### src/rtl/noc_ser_pkg.sv
// noc_ser_pkg: shared constants and types for the flit serializer front-end.
//   FLIT_W       flit width in bits
//   NUM_VC       number of virtual channels sharing the serializer
//   VC_W         width of an encoded VC index
//   CHUNK_W      serializer output chunk width
//   CHUNKS       chunks per flit
//   SER_DEPTH    serializer input FIFO entries (initial credit count)
//   DRAIN_CYCLES cycles the serializer needs per flit (chunks + one load cycle)
package noc_ser_pkg;

    localparam int unsigned FLIT_W       = 64;
    localparam int unsigned NUM_VC       = 4;
    localparam int unsigned VC_W         = $clog2(NUM_VC);
    localparam int unsigned CHUNK_W      = 4;
    localparam int unsigned CHUNKS       = FLIT_W / CHUNK_W;
    localparam int unsigned SER_DEPTH    = 2;
    localparam int unsigned DRAIN_CYCLES = CHUNKS + 1;

    typedef enum logic {
        StIdle,
        StLock
    } sched_state_e;

endpackage

### src/rtl/rr_arbiter.sv
// rr_arbiter: combinational rotate-priority arbiter.
//   req  in   N      request vector
//   ptr  in   IDX_W  highest-priority index; priority falls off upward with wrap-around
//   gnt  out  N      one-hot grant, zero when no request
//   idx  out  IDX_W  encoded index of the grant (0 when no request)
// N must be a power of two so that the index addition wraps naturally.
module rr_arbiter #(
    parameter int unsigned N     = 4,
    parameter int unsigned IDX_W = $clog2(N)
) (
    input  logic [N-1:0]     req,
    input  logic [IDX_W-1:0] ptr,
    output logic [N-1:0]     gnt,
    output logic [IDX_W-1:0] idx
);

    logic [IDX_W-1:0] pos;

    // Scan from the lowest priority to the highest so the last hit (closest to ptr) wins.
    always_comb begin
        gnt = '0;
        idx = '0;
        pos = '0;
        for (int k = N - 1; k >= 0; k--) begin
            pos = ptr + IDX_W'(k);
            if (req[pos]) begin
                gnt      = '0;
                gnt[pos] = 1'b1;
                idx      = pos;
            end
        end
    end

endmodule

### src/rtl/ser_vc_scheduler.sv
// ser_vc_scheduler: shares one flit serializer between NUM_VC requesters, one wormhole
// packet at a time. Round-robin at packet boundaries, locked to the winner until its tail,
// with issue paced by a credit/drain model of the serializer's input FIFO.
//   clk        in   1              clock
//   rst_n      in   1              asynchronous active-low reset
//   en         in   1              low: no transfers, state held (drain timer keeps running)
//   req_valid  in   NUM_VC         per-VC flit available
//   req_flit   in   NUM_VC*FLIT_W  flattened flits, VC i at [i*FLIT_W +: FLIT_W]
//   req_tail   in   NUM_VC         flit is the last of its packet
//   req_ready  out  NUM_VC         combinational, one-hot or zero
//   ser_data   out  FLIT_W         registered flit to serializer
//   ser_valid  out  1              registered single-cycle valid pulse
//   ser_vc     out  log2(NUM_VC)   registered VC of ser_data
//   locked     out  1              a multi-flit packet is in progress
//   credits    out  log2(SER_DEPTH)+1  free serializer slots
module ser_vc_scheduler #(
    parameter int unsigned NUM_VC       = noc_ser_pkg::NUM_VC,
    parameter int unsigned FLIT_W       = noc_ser_pkg::FLIT_W,
    parameter int unsigned SER_DEPTH    = noc_ser_pkg::SER_DEPTH,
    parameter int unsigned DRAIN_CYCLES = noc_ser_pkg::DRAIN_CYCLES,
    localparam int unsigned VC_IDX_W    = $clog2(NUM_VC),
    localparam int unsigned CRED_W      = $clog2(SER_DEPTH) + 1
) (
    input  logic                     clk,
    input  logic                     rst_n,
    input  logic                     en,
    input  logic [NUM_VC-1:0]        req_valid,
    input  logic [NUM_VC*FLIT_W-1:0] req_flit,
    input  logic [NUM_VC-1:0]        req_tail,
    output logic [NUM_VC-1:0]        req_ready,
    output logic [FLIT_W-1:0]        ser_data,
    output logic                     ser_valid,
    output logic [VC_IDX_W-1:0]      ser_vc,
    output logic                     locked,
    output logic [CRED_W-1:0]        credits
);

    import noc_ser_pkg::*;

    localparam int unsigned TMR_W = $clog2(DRAIN_CYCLES);

    sched_state_e          state_q, state_d;
    logic [VC_IDX_W-1:0]   lock_vc_q, lock_vc_d;
    logic [VC_IDX_W-1:0]   ptr_q, ptr_d;
    logic [CRED_W-1:0]     credits_q, credits_d;
    logic [TMR_W-1:0]      timer_q, timer_d;
    logic [FLIT_W-1:0]     ser_data_q, ser_data_d;
    logic                  ser_valid_q, ser_valid_d;
    logic [VC_IDX_W-1:0]   ser_vc_q, ser_vc_d;

    logic [NUM_VC-1:0]     arb_gnt;
    logic [VC_IDX_W-1:0]   arb_idx;
    logic                  credit_ok;
    logic                  credits_full;
    logic                  credit_ret;
    logic                  xfer;
    logic [VC_IDX_W-1:0]   xfer_idx;

    rr_arbiter #(
        .N     (NUM_VC),
        .IDX_W (VC_IDX_W)
    ) u_rr_arbiter (
        .req (req_valid),
        .ptr (ptr_q),
        .gnt (arb_gnt),
        .idx (arb_idx)
    );

    assign credit_ok    = en && (credits_q != '0);
    assign credits_full = (credits_q == CRED_W'(SER_DEPTH));
    assign credit_ret   = !credits_full && (timer_q == TMR_W'(DRAIN_CYCLES - 1));

    // Grant and transfer decode.
    always_comb begin
        req_ready = '0;
        xfer_idx  = arb_idx;
        if (state_q == StLock) begin
            xfer_idx = lock_vc_q;
            if (credit_ok) begin
                req_ready[lock_vc_q] = req_valid[lock_vc_q];
            end
        end else if (credit_ok) begin
            req_ready = arb_gnt;
        end
        xfer = |(req_valid & req_ready);
    end

    // Packet lock FSM and round-robin pointer; the pointer only moves on a tail.
    always_comb begin
        state_d   = state_q;
        lock_vc_d = lock_vc_q;
        ptr_d     = ptr_q;
        if (xfer) begin
            if (req_tail[xfer_idx]) begin
                state_d = StIdle;
                ptr_d   = xfer_idx + VC_IDX_W'(1);
            end else begin
                state_d   = StLock;
                lock_vc_d = xfer_idx;
            end
        end
    end

    // Credit accounting: a transfer and a drain return in the same cycle cancel out.
    always_comb begin
        credits_d = credits_q;
        if (xfer && !credit_ret) begin
            credits_d = credits_q - CRED_W'(1);
        end else if (!xfer && credit_ret) begin
            credits_d = credits_q + CRED_W'(1);
        end
        timer_d = (credits_full || credit_ret) ? '0 : timer_q + TMR_W'(1);
    end

    always_comb begin
        ser_valid_d = xfer;
        ser_data_d  = ser_data_q;
        ser_vc_d    = ser_vc_q;
        if (xfer) begin
            ser_data_d = req_flit[xfer_idx*FLIT_W +: FLIT_W];
            ser_vc_d   = xfer_idx;
        end
    end

    always_ff @(posedge clk or negedge rst_n) begin
        if (!rst_n) begin
            state_q     <= StIdle;
            lock_vc_q   <= '0;
            ptr_q       <= '0;
            credits_q   <= CRED_W'(SER_DEPTH);
            timer_q     <= '0;
            ser_data_q  <= '0;
            ser_valid_q <= 1'b0;
            ser_vc_q    <= '0;
        end else begin
            state_q     <= state_d;
            lock_vc_q   <= lock_vc_d;
            ptr_q       <= ptr_d;
            credits_q   <= credits_d;
            timer_q     <= timer_d;
            ser_data_q  <= ser_data_d;
            ser_valid_q <= ser_valid_d;
            ser_vc_q    <= ser_vc_d;
        end
    end

    assign ser_data  = ser_data_q;
    assign ser_valid = ser_valid_q;
    assign ser_vc    = ser_vc_q;
    assign locked    = (state_q == StLock);
    assign credits   = credits_q;

endmodule

### config.mk
export PLATFORM = sky130hd
export DESIGN_NAME = ser_vc_scheduler
export DESIGN_NICKNAME = d
export VERILOG_FILES = /design/src/rtl/noc_ser_pkg.sv /design/src/rtl/rr_arbiter.sv /design/src/rtl/ser_vc_scheduler.sv
export SDC_FILE = /design/constraint.sdc
export NUM_CORES = 1
export LEC_CHECK = 0
export ABC_AREA = 0
export CAP_MARGIN = 40
export CORE_AREA = 10 10 124 126
export DETAILED_ROUTE_END_ITERATION = 10
export DIE_AREA = 0 0 134 136
export DONT_BUFFER_PORTS = 1
export SLEW_MARGIN = 40
export SYNTH_ARGS = -nofsm -noshare
export SYNTH_HDL_FRONTEND = slang
export SYNTH_SLANG_ARGS = --single-unit
### constraint.sdc
create_clock -name clk -period 3.42 [get_ports clk]
set_input_delay 0 -clock clk [delete_from_list [all_inputs] [get_ports clk]]
set_output_delay 0 -clock clk [all_outputs]
set_load 0.02 [all_outputs]
==> metrics.cfg <==
[outcome]
status = complete, no violations

[synthesis]
yosys.area_share.simple_pct = 4.181
synth_edf_count = 0
syn_avg_cell_area_um2 = 11.40
synth_seq_cells = 79
synthCells = 520
ys_async_sr_fraction_pct = 100.0
syn_area_mm2 = 0.005926
synth_cell_types = 48
synth.net_count = 798
synthAdderAreaFrac_pct = 2.323
synth_compound_area_share_pct = 6.440
ys.flop_type = dfrtp_1
yosysWarnings = 0
ys_seq_area_share_pct = 33.38
synth_top_family_by_area = multiplexers
synthXorXnorAreaFrac_pct = 1.035
synth_mux_area_share_pct = 48.48

[route]
via_count = 4634
drtIter0Drc = 294
drtAntennaViolNets = 0
drc = 0
via_per_inst = 6.058
drt_pass1_iterations = 5
totalWireLength_um = 20490
wl_per_cell_um = 26.78

[placement]
port_buffers = 0
gp_congestion = 0.9134
place_hpwl_um = 14870

[worst_setup_path]
critPathLaunchType = register
rr_startpoint = ptr_q[0]
worst-setup-path-type = reg -> reg
critical_path.top_delay_family = multiplexers
cp_max_fo = 6
cp_data_arrival_time_ns = 3.44
path_cells = inv_1 -> ha_1 -> mux4_2 -> nor2b_4 -> a2111o_1 -> a311oi_4 -> mux4_2 -> nor3_2 -> mux2_4
cp.required_ns = 3.65
cp_slowest_cell = mux4_2
cp-end-kind = register
path_buf_inv = 1
cp-startpoint = ptr_q[0]
cpPeakStageDelay_ns = 0.58
cpMostUsedCell = mux4_2

[global_route]
grt_pass1_wl_um = 29740
grt_max_degree = 80
grtUsageTotal_pct = 20.89
grt_overflow = 0
antenna_found_initial = 1
grt_pass1_vias = 4965

[clocking]
cts_root_buf = clkbuf_16
cts.clk_slew.worst_paths_ns = 0.06
cts_max_path_buffers = 2
clk_latency_ns = 0.34
cts_max_level = 3
cts_tree = built
cts_sinks = 79
numCtsBuffers = 9

[sta]
slew_viol_final = 0
hold_violations = 0
slew-limit-headroom_pct = 65.65
finalCritPeriodShare_pct = 93.83
skew_ns = 0.008745
setup_viol = 0
post-route-min-period_ns = 3.209
max_freq_mhz = 311.6
tns_ns = 0
rsz0062_at_grt = no
worst_pin_slew_ns = 0.5098

[die]
fp.dieH_um = 136
die_area_mm2 = 0.01822
die_w_um = 134
start_util_pct = 45.65
ios = 341
rows = 42
coreArea_mm2 = 0.01298

[layout]
fin_nets = 861
drive_gt1_share_pct = 19.05
area_growth_pct = 22.21

[power_and_ir_drop]
power_density_mw_per_mm2 = 1184
power_mw = 8.576
vdd_ir_drop_max_mv = 0.6542
power.leakage_nw = 3.302

[worst_hold_path]
min_from = req_flit[166]
min_path_type = in -> reg

[job]
cap_violations = 0

==> worst paths after layout <==
kind                                 to  slack (ns)  cells after the start
max reg2reg                lock_vc_q[0]        0.21                      9
min                        ser_data[38]       0.007                      3
min reg2reg                  timer_q[0]        0.51                      1
min in group asynchronous   ser_data[0]        0.21                      2
max                        lock_vc_q[0]        0.21                      9
max in group asynchronous        locked        2.88                      2
==> synthesized netlist by cell type (2+ instances only) <==
| library cell | count | area share [%] |
|---|---|---|
| nand2_1 | 13 | 0.82 |
| xor2_1 | 4 | 0.59 |
| o21a_1 | 4 | 0.51 |
| dfrtp_1 | 78 | 33 |
| nor2b_1 | 2 | 0.21 |
| mux2_2 | 67 | 13 |
| nor2_1 | 20 | 1.3 |
| mux4_2 | 4 | 1.5 |
| o211ai_1 | 2 | 0.25 |
| a222oi_1 | 2 | 0.34 |
| o21ai_0 | 6 | 0.51 |
| a31oi_1 | 3 | 0.32 |
| nand3_1 | 4 | 0.34 |
| o2111ai_1 | 2 | 0.30 |
| mux2i_1 | 200 | 34 |
| a21oi_1 | 9 | 0.76 |
| o32a_1 | 3 | 0.51 |
| ha_1 | 11 | 2.3 |
| o21ai_1 | 3 | 0.25 |
| buf_6 | 3 | 0.57 |
| xnor2_1 | 3 | 0.44 |
| buf_2 | 20 | 1.7 |
| buf_4 | 4 | 0.51 |
| inv_1 | 9 | 0.57 |
| a311oi_1 | 3 | 0.44 |
| a211oi_1 | 5 | 0.63 |
| a32o_1 | 3 | 0.51 |
| clkbuf_1 | 13 | 0.82 |
==> routing by layer <==
| layer | wire length (um) | GRT usage, % | part of all wire, % | vias to the layer above |
|---|---|---|---|---|
| met3 | 1429 | 6.273 | 7.0 | 38 |
| met1 | 7563 | 22.52 | 37 | 2315 |
| met4 | 679 | 9.371 | 3.3 | 0 |
| li1 | - | - | - | 2071 |
| met2 | 10820 | 37.09 | 53 | 210 |
| met5 | 0 | 0 | 0 | - |
==> layout by cell type (no fill, tap or decap), types with 9 or more instances in the layout <==
cell type,n
nor2_1,19
ha_1,11
dfrtp_1,78
mux2i_1,200
inv_1,9
dlygate4sd3_1,75
mux2_2,67
a21oi_1,9
buf_4,9
nand2_1,13
clkbuf_16,11
==> stage by stage <==
stage | hold WS, ns | cells | cell area, um2 | setup WS (ns) | util [%]
floorplan | -0.2956 | 520 | 5926 | 0.03819 | -
CTS | 0.0009428 | 759 | 7184 | 0.03856 | 55.35
global route | 0.02129 | 765 | 7242 | 0.03255 | 55.79
detailed placement | -0.2936 | 667 | 6121 | 0.1571 | 47.16
finish | 0.007024 | 765 | 7242 | 0.2110 | 55.79
global placement | -0.2919 | 667 | 6121 | 0.2290 | 47.16
==> power breakdown <==
group / leakage (nW) / internal (mW) / switching [mW]
Sequential: 0.934 / 1.44 / 1.04
Combinational: 2.23 / 2.73 / 2.45
Clock: 0.135 / 0.533 / 0.390
==> sequential cells by signal, indices dropped and copies added (netlist names) <==
signal     flops
credits        2
lock_vc_q      2
locked         1
ptr_q          2
ser_data      64
ser_valid      1
ser_vc         2
timer_q        5
==> cell families (layout without fill, tap and decap cells) <==
group	count (synthesis)	in the layout
xor+xnor	7	7
flops	79	79
fa+ha+maj	11	11
other cells	0	1
compound gates	52	52
simple gates	49	49
buf+inv	49	117
mux	273	273
==> worst reg2reg max path, stage by stage (launching register included) <==
cell      delay (ns)
dfrtp_1         0.42
inv_1           0.08
ha_1            0.37
mux4_2          0.34
nor2b_4         0.07
a2111o_1        0.38
a311oi_4        0.31
mux4_2          0.58
nor3_2          0.22
mux2_4          0.32
==> layout make-up <==
cell class	instances	area (um2)
Multi-Input combinational cell	392	3744
Fill cell	1120	5738
Clock inverter	4	28.78
Timing Repair Buffer	92	978.4
Clock buffer	12	256.5
Antenna cell	1	2.502
Inverter	9	33.78
Sequential cell	79	1978
Tap cell	176	220.2
==> what timing repair did <==
action,in CTS,in global routing
resized for setup,0,3
hold buffers,76,0
setup buffers,0,3
hold endpoints to repair,104,0
endpoints found under the setup margin,0,23
Power figures use the tool's default switching activity.
